$ cat src/rtl/buffer_write_arbiter.sv
// Round-robin arbiter sharing the single Buffer write port between NUM_CH sample producers.
// Four-phase req/ack toward the producers, valid/ack toward Buffer, watchdog drop on a missing ack.
module buffer_write_arbiter #(
  parameter int NUM_CH  = 4,
  parameter int DATA_W  = 9,
  parameter int TIMEOUT = 64,
  localparam int GW     = $clog2(NUM_CH),
  localparam int WW     = $clog2(TIMEOUT)
) (
  input  logic                     clk,
  input  logic                     rst,
  input  logic [NUM_CH*DATA_W-1:0] req_data,
  input  logic [NUM_CH-1:0]        req_valid,
  output logic [NUM_CH-1:0]        req_ack,
  output logic [DATA_W-1:0]        buf_data_in,
  output logic                     buf_data_valid,
  input  logic                     buf_data_ack,
  output logic [GW-1:0]            grant_id,
  output logic                     busy,
  output logic                     drop_err
);

  typedef enum logic [1:0] {
    ST_IDLE    = 2'd0,
    ST_WRITE   = 2'd1,
    ST_RELEASE = 2'd2
  } state_t;

  state_t              state_r, state_s;
  logic [GW-1:0]       last_grant_r, last_grant_s;
  logic [WW-1:0]       wdog_r, wdog_s;
  logic [GW-1:0]       pick_s;
  logic                found_s;
  logic [GW:0]         cand_s;
  logic [DATA_W-1:0]   sel_data_s;
  logic [DATA_W-1:0]   data_s;
  logic                valid_s;
  logic [NUM_CH-1:0]   ack_s;
  logic [GW-1:0]       grant_s;
  logic                drop_s;

  function automatic logic [NUM_CH-1:0] onehot(input logic [GW-1:0] idx);
    onehot = {{(NUM_CH-1){1'b0}}, 1'b1} << idx;
  endfunction

  assign busy = (state_r != ST_IDLE);

  // Round-robin pick: first requester scanning upward from last_grant+1, wrapping mod NUM_CH
  always_comb begin
    pick_s  = '0;
    found_s = 1'b0;
    cand_s  = '0;
    for (int i = 1; i <= NUM_CH; i++) begin
      cand_s = {1'b0, last_grant_r} + (GW+1)'(i);
      if (cand_s >= (GW+1)'(NUM_CH)) begin
        cand_s = cand_s - (GW+1)'(NUM_CH);
      end else begin
        cand_s = cand_s;
      end
      if (!found_s && req_valid[cand_s[GW-1:0]]) begin
        found_s = 1'b1;
        pick_s  = cand_s[GW-1:0];
      end else begin
        found_s = found_s;
      end
    end
  end

  // Sample mux for the picked channel
  always_comb begin
    sel_data_s = '0;
    for (int i = 0; i < NUM_CH; i++) begin
      if (pick_s == GW'(i)) begin
        sel_data_s = req_data[i*DATA_W +: DATA_W];
      end else begin
        sel_data_s = sel_data_s;
      end
    end
  end

  // Next-state and next-output logic
  always_comb begin
    state_s      = state_r;
    last_grant_s = last_grant_r;
    wdog_s       = wdog_r;
    data_s       = buf_data_in;
    valid_s      = buf_data_valid;
    ack_s        = req_ack;
    grant_s      = grant_id;
    drop_s       = 1'b0;
    case (state_r)
      ST_IDLE: begin
        if (found_s) begin
          data_s  = sel_data_s;
          grant_s = pick_s;
          valid_s = 1'b1;
          wdog_s  = '0;
          state_s = ST_WRITE;
        end else begin
          state_s = ST_IDLE;
        end
      end
      ST_WRITE: begin
        // A late retraction of req_valid is ignored so Buffer never sees a pulled sample
        if (buf_data_ack) begin
          valid_s      = 1'b0;
          ack_s        = onehot(grant_id);
          last_grant_s = grant_id;
          state_s      = ST_RELEASE;
        end else if (wdog_r == WW'(TIMEOUT-1)) begin
          valid_s      = 1'b0;
          ack_s        = onehot(grant_id);
          last_grant_s = grant_id;
          drop_s       = 1'b1;
          state_s      = ST_RELEASE;
        end else begin
          wdog_s = wdog_r + WW'(1);
        end
      end
      ST_RELEASE: begin
        if (!req_valid[grant_id]) begin
          ack_s   = '0;
          state_s = ST_IDLE;
        end else begin
          state_s = ST_RELEASE;
        end
      end
      default: begin
        valid_s = 1'b0;
        ack_s   = '0;
        state_s = ST_IDLE;
      end
    endcase
  end

  // State, watchdog and registered outputs
  always_ff @(posedge clk or negedge rst) begin
    if (!rst) begin
      state_r        <= ST_IDLE;
      last_grant_r   <= GW'(NUM_CH-1);
      wdog_r         <= '0;
      buf_data_in    <= '0;
      buf_data_valid <= 1'b0;
      req_ack        <= '0;
      grant_id       <= '0;
      drop_err       <= 1'b0;
    end else begin
      state_r        <= state_s;
      last_grant_r   <= last_grant_s;
      wdog_r         <= wdog_s;
      buf_data_in    <= data_s;
      buf_data_valid <= valid_s;
      req_ack        <= ack_s;
      grant_id       <= grant_s;
      drop_err       <= drop_s;
    end
  end

endmodule

$ cat config.mk
export PLATFORM = sky130hd
export DESIGN_NAME = buffer_write_arbiter
export DESIGN_NICKNAME = d
export VERILOG_FILES = /design/src/rtl/buffer_write_arbiter.sv
export SDC_FILE = /design/constraint.sdc
export NUM_CORES = 1
export LEC_CHECK = 0
export BUFFER_PORTS_ARGS = -buffer_cell sky130_fd_sc_hd__buf_2
export CORE_ASPECT_RATIO = 0.7
export CORE_UTILIZATION = 51
export DETAILED_ROUTE_END_ITERATION = 8
export PLACE_DENSITY = 0.85
export SYNTH_ARGS = -nofsm -noshare
export SYNTH_HDL_FRONTEND = slang
export SYNTH_SLANG_ARGS = --single-unit
export TNS_END_PERCENT = 10
$ cat constraint.sdc
create_clock -name clk -period 5.2 [get_ports clk]
set_clock_uncertainty 0.15 [all_clocks]
set_input_delay 0.26 -clock clk [delete_from_list [all_inputs] [get_ports clk]]
set_output_delay 0.26 -clock clk [all_outputs]
set_load 0.005 [all_outputs]
==> impl_metrics.yaml, run 1 <==
floorplan:
  dieArea_um2: 3120
  rows: 15
  initial_utilization: 0.566
  core_area_um2: 2610
  fp.dieW_um: 66.3
  die_y_um: 47.0
  io_pins: 61
clock_tree:
  cts_tree: "yes"
  cts_buffers: 3
  htreeDepth: 1
  clk_latency_ns: 0.27
  clockBufferDepth: 2
  clock_sinks: 27
  path_clk_slew_ns: 0.09
  cts-root-buf: "clkbuf_8"
synth:
  yosys.area.top_type: "dfrtp_1"
  ys_top_cells_by_count: "dfrtp_1, nand2_1, mux2i_1"
  synthesis.nets: 182
  postSynthAreaPerCell_um2: 10.7
  ys_ff_latch: 27
  netlist_area_um2: 1480
  ys_dominant_reg_cell: "dfrtp_1"
  yosysUniqueCellTypes: 38
  synth_edf_count: 0
  yosysTopAreaCellShare: 0.423
  yosysWarnings: 0
  synthCells: 138
  yosysSeqAreaShare: 0.459
  ys_top_cells_by_area: "dfrtp_1, mux2i_1, nand2_1, o221ai_1, mux2_2"
  synthArstFlopShare: 1.00
pwr:
  power.density_nw_per_um2: 497
  pwr-share-comb: 0.463
  leakagePower_nw: 0.966
  p_sw_frac: 0.387
  ir_worst_vdd_mv: 0.371
  seqPwrFrac: 0.407
  switching_power_mw: 0.353
  pwr-share-clk: 0.130
  intPower_mw: 0.558
cells_and_area:
  fin_util: 0.703
  area.sequential_um2: 678
  antenna_cells: 0
  fillCellCount: 208
  finalInstanceArea_um2: 1830
  drive_above_1_share: 0.397
  multiInputGateArea_um2: 743
  syn_to_final_growth_pct: 24.1
  fin_nets: 244
hold_path:
  min_path_type: "in2reg"
  hp-start: "req_data[25]"
  hold_depth: 3
drt:
  wl_per_cell_um: 14.7
  totalWireLength_um: 3430
  drtIter0Drc: 60
  vias: 1298
  drtPass1Iterations: 4
  remaining_drc_errors: 0
  avgViaCountPerCell: 5.57
  ant_nets: 0
timing:
  drv_slew: 0
  hold_viol_final: 0
  period_minus_slack_ns: 2.09
  whs_ns: 0.153
  max_freq_mhz: 478
  setup_tns_ns: 0
  fin_crit_sh: 0.402
  relSlewSlack: 0.602
  worst-slew-pin-transition_ns: 0.597
  rsz0062_at_grt: "no"
  finalSetupViolations: 0
job:
  maxCapViolations: 0
global_route:
  grt_max_degree: 28
  grtUsageMet1: 0.324
  grt_overflow_total: 0
  grt_pass1_wl_um: 5290
  grt_use_met3: 0.0437
  grt_pass1_vias: 1165
  use_met2: 0.396
  busiest_layer: "met2"
  antenna_found_initial: 0
  grtUsageTotal: 0.232
outcome:
  status: "completed"
critical_path:
  reg2reg_from: "state_r[0]"
  critPathKind: "reg2reg"
  crit_required_ns: 5.23
  critPathMaxFanout: 16
  endpoint_kind: "flop"
  start_kind: "flop"
  worstPathArrival_ns: 2.12
  crit_path_start: "state_r[0]"
  reg2reg_depth: 4
place:
  io_buffers: 60
  postPlaceCellArea_um2: 1780
  gp_congestion: 0.860
  dpl.hpwl_um: 2670
## cells in the final DEF, fill, tap and decap left out, types with 3 or more instances in the layout
cell type and n:
nor2_1 8, a21oi_1 3, mux2i_1 19, mux2_2 5
o21ai_0 3, clkbuf_8 3, buf_2 60, dfrtp_1 25
o221ai_1 9, nand2_1 25, xor2_1 3
## power by group through the flow
| stage | Clock [mW] | Sequential, mW | Combinational (mW) |
|---|---|---|---|
| final | 0.119 | 0.370 | 0.422 |
| after global routing | 0.126 | 0.380 | 0.470 |
| after CTS | 0.121 | 0.368 | 0.425 |
| after detailed placement | 0 | 0.371 | 0.422 |
| after global placement | 0 | 0.367 | 0.407 |
| after floorplan | 0 | 0.362 | 0.303 |
## path summary, 6_finish.rpt
check                                 end  slack, ns
max in group asynchronous       wdog_r[4]       4.14
min                        buf_data_in[7]       0.15
min in group asynchronous  buf_data_in[5]       0.37
max                        buf_data_in[5]       3.11
min reg2reg                buf_data_in[0]       0.35
max reg2reg                buf_data_in[5]       3.11
## per-stage QoR
| step | power (mW) | instances | setup slack, ns |
|---|---|---|---|
| after floorplan | 0.665 | 138 | 3.39 |
| after CTS | 0.914 | 233 | 3.11 |
| after detailed placement | 0.793 | 228 | 2.93 |
| after global routing | 0.976 | 233 | 2.95 |
| final | 0.911 | 233 | 3.11 |
| after global placement | 0.773 | 228 | 3.05 |
## kinds of logic after synthesis
kind of cell	after synthesis	synth area share
and+or+nand+nor	50	0.160
DFF	27	0.459
AOI/OAI and AO/OA	25	0.135
muxes	25	0.182
buffers and inverters	7	0.0381
xor gates and xnor gates	3	0.0178
adders and majority gates	1	0.00847
## critical path, cell delays in order, from the launching register on
cell and delay, ns:
dfrtp_1 0.42, or2_4 0.27, or2_1 0.42, or2_0 0.49, o221ai_1 0.25
## final cells by class
type                    count  area share
flip-flops and latches     27       0.370
multi-input cells         104       0.405
inverters                   2     0.00409
repair buffers             62       0.173
well taps                  34      0.0232
clock buffers               4      0.0246
## timing repair
item	in CTS	in global routing
hold endpoints to repair	25	0
hold buffers	1	0
resized for setup	0	0
setup buffers	0	0
## layer usage
| layer | wire length (um) | vias to the layer above | part of all wire |
|---|---|---|---|
| li1 | - | 625 | - |
| met1 | 1550 | 622 | 0.45 |
| met2 | 1670 | 48 | 0.49 |
| met3 | 202 | 3 | 0.059 |
| met4 | 12 | 0 | 0.0035 |
| met5 | 0 | - | 0 |
## registers in the layout (all words and copies together) (netlist names)
signal and flops:
buf_data_in 9, buf_data_valid 1, drop_err 1, grant_id 2, last_grant_r 2, req_ack 4, state_r 2, wdog_r 6
Note: power is estimated with default switching activity, not from simulation.
==> run 2: changes to the inputs <==
--- a/config.mk
+++ b/config.mk
@@ -7,9 +7,9 @@
 export LEC_CHECK = 0
 export BUFFER_PORTS_ARGS = -buffer_cell sky130_fd_sc_hd__buf_2
 export CORE_ASPECT_RATIO = 0.7
-export CORE_UTILIZATION = 51
+export CORE_UTILIZATION = 43
 export DETAILED_ROUTE_END_ITERATION = 8
-export PLACE_DENSITY = 0.85
+export PLACE_DENSITY = 0.77
 export SYNTH_ARGS = -nofsm -noshare
 export SYNTH_HDL_FRONTEND = slang
 export SYNTH_SLANG_ARGS = --single-unit
==> constraint.sdc (replaced) <==
create_clock -name clk -period 1.74 [get_ports clk]
set_clock_uncertainty 0.15 [all_clocks]
set_input_delay 0.087 -clock clk [delete_from_list [all_inputs] [get_ports clk]]
set_output_delay 0.087 -clock clk [all_outputs]
set_load 0.005 [all_outputs]
==> run 2 against run 1 <==
- power grew to 3.4 times the previous value
- register-to-register slack worse by 3.2 ns
- global-route usage rose by 2.1 points
- first-iteration DRC count is 10% higher
- design area is 22% higher
- clock power increased to 3.0 times the previous value
- maximum frequency up 13%
- flip-flop and latch count is the same
- sequential power grew to 2.8 times the previous value
- the flow now finishes with violations (setup timing)
- highest routed layer unchanged
- setup slack got worse by 3.2 ns
- critical path depth rose by 2
- hold slack worse by 0.15 ns
==> impl_metrics.yaml, run 2 (synthesis gave the netlist of run 1 again) <==
outcome:
  status: "finished with violations"
  violations: "setup timing"
clock_tree:
  cts_buffers: 3
  cts_tree: "yes"
  clk_latency_ns: 0.27
  htreeDepth: 1
  clockBufferDepth: 2
  clock_sinks: 27
  path_clk_slew_ns: 0.09
  post_cts_buffers: 0
  cts-root-buf: "clkbuf_8"
cells_and_area:
  syn_to_final_growth_pct: 51.3
  fin_nets: 282
  antenna_cells: 0
  final_cell_mix: "buf_2, nand2_1, dfrtp_1"
  final_common_cell: "buf_2"
  finalInstanceArea_um2: 2240
  top_regs: "buf_data_in (9), wdog_r (6), req_ack (4)"
  regMostFlops: "buf_data_in"
  largest_reg_flops: 9
  drive_above_1_share: 0.439
  multiInputGateArea_um2: 773
  fin_util: 0.696
  area.sequential_um2: 679
  fillCellCount: 241
pwr:
  pwr-share-clk: 0.115
  switching_power_mw: 1.18
  ir_worst_vdd_mv: 0.716
  pwr-share-comb: 0.547
  seqPwrFrac: 0.337
  power_mw: 3.10
  p_sw_frac: 0.382
  intPower_mw: 1.91
  power.density_nw_per_um2: 1390
  leakagePower_nw: 1.14
drt:
  drtPass1Iterations: 4
  wl_per_cell_um: 15.3
  drtIter0Drc: 66
  ant_nets: 0
  totalWireLength_um: 4330
  remaining_drc_errors: 0
  vias: 1481
  avgViaCountPerCell: 5.21
hold_path:
  min_to: "buf_data_in[2]"
  hp-start: "req_data[2]"
  hold_depth: 3
  min_path_type: "in2reg"
global_route:
  grtUsageMet1: 0.333
  grt_max_degree: 28
  busiest_layer: "met2"
  antenna_found_initial: 0
  grt_pass1_wl_um: 6960
  grt_overflow_total: 0
  grt_use_met3: 0.0493
  grtUsageTotal: 0.252
  use_met2: 0.421
  grt_pass1_vias: 1480
place:
  pre_cts_ws_ns: -0.0773
  postPlaceCellArea_um2: 1930
  gp_congestion: 0.827
  dpl.hpwl_um: 2760
  io_buffers: 60
floorplan:
  initial_utilization: 0.460
  dieArea_um2: 3680
  io_pins: 61
  rows: 17
  core_area_um2: 3210
  fp.dieW_um: 72.1
  die_y_um: 51.0
timing:
  worst-slew-pin-transition_ns: 0.616
  max_freq_mhz: 542
  period_minus_slack_ns: 1.85
  fin_crit_sh: 1.06
  rsz0062_at_grt: "yes"
  hold_viol_final: 0
  drv_slew: 0
  fin_ws_ns: -0.106
  relSlewSlack: 0.590
  finalSetupViolations: 14
critical_path:
  reg2reg_slack_ns: -0.11
  critPathMaxFanout: 19
  critPathKind: "reg2reg"
  worstPathArrival_ns: 1.84
  endpoint_kind: "flop"
  r2r-end: "buf_data_in[0]"
  start_kind: "flop"
  reg2reg_depth: 6
  crit_required_ns: 1.74
  reg2reg_from: "last_grant_r[1]"
job:
  maxCapViolations: 0
run 2: how the worst max path moves through the flow:
stage	from	to	slack, ns	cells past startpoint
after detailed placement	last_grant_r[1]	buf_data_in[5]	-0.08	6
after global routing	last_grant_r[1]	buf_data_in[0]	-0.19	6
after floorplan	last_grant_r[1]	buf_data_in[0]	-0.05	7
final	last_grant_r[1]	buf_data_in[0]	-0.11	6
after CTS	last_grant_r[1]	buf_data_in[5]	-0.08	6
after global placement	last_grant_r[1]	buf_data_in[1]	-0.02	6
run 2: metrics by stage:
stage | setup TNS, ns | hold slack (ns) | std cells
after CTS | -0.406 | 0.000333 | 284
after floorplan | -0.604 | -0.359 | 138
after global placement | -0.190 | -0.0262 | 257
final | -0.773 | 0.00602 | 284
after global routing | -2.17 | 0.0271 | 284
after detailed placement | -0.686 | -0.0230 | 257
run 2: power groups by stage:
stage	Combinational, mW	Sequential [mW]	Clock, mW
after CTS	1.65	1.04	0.363
after floorplan	0.915	1.09	0
final	1.70	1.05	0.357
after detailed placement	1.58	1.04	0
after global placement	1.54	1.03	0
after global routing	1.87	1.07	0.384
run 2: repair_timing:
action,4_1_cts,5_1_grt
pin swaps,6,2
hold buffers,23,0
endpoints found under the setup margin,14,18
gates resized for setup,5,3
endpoints found under the hold margin,32,0
cloned,0,0
run 2: metal layers:
metal / up-vias / wire length (um) / share of wire
li1: 699 / - / -
met1: 714 / 1920 / 0.44
met2: 59 / 2110 / 0.49
met3: 9 / 220 / 0.051
met4: 0 / 85 / 0.020
met5: - / 0 / 0
run 2: cell type report:
| type | instances | area share |
|---|---|---|
| multi-input cells | 104 | 0.346 |
| flip-flops and latches | 27 | 0.304 |
| repair buffers | 100 | 0.300 |
| well taps | 47 | 0.0263 |
| clock buffers | 3 | 0.0185 |
| inverters | 2 | 0.00336 |
| clock inverters | 1 | 0.00224 |
run 2: critical path, stage by stage (launching register included):
cell and delay, ns:
dfstp_2 0.58, nand2b_1 0.11, a21oi_1 0.07, o221ai_2 0.21
buf_12 0.21, mux2i_2 0.25, o221ai_1 0.13
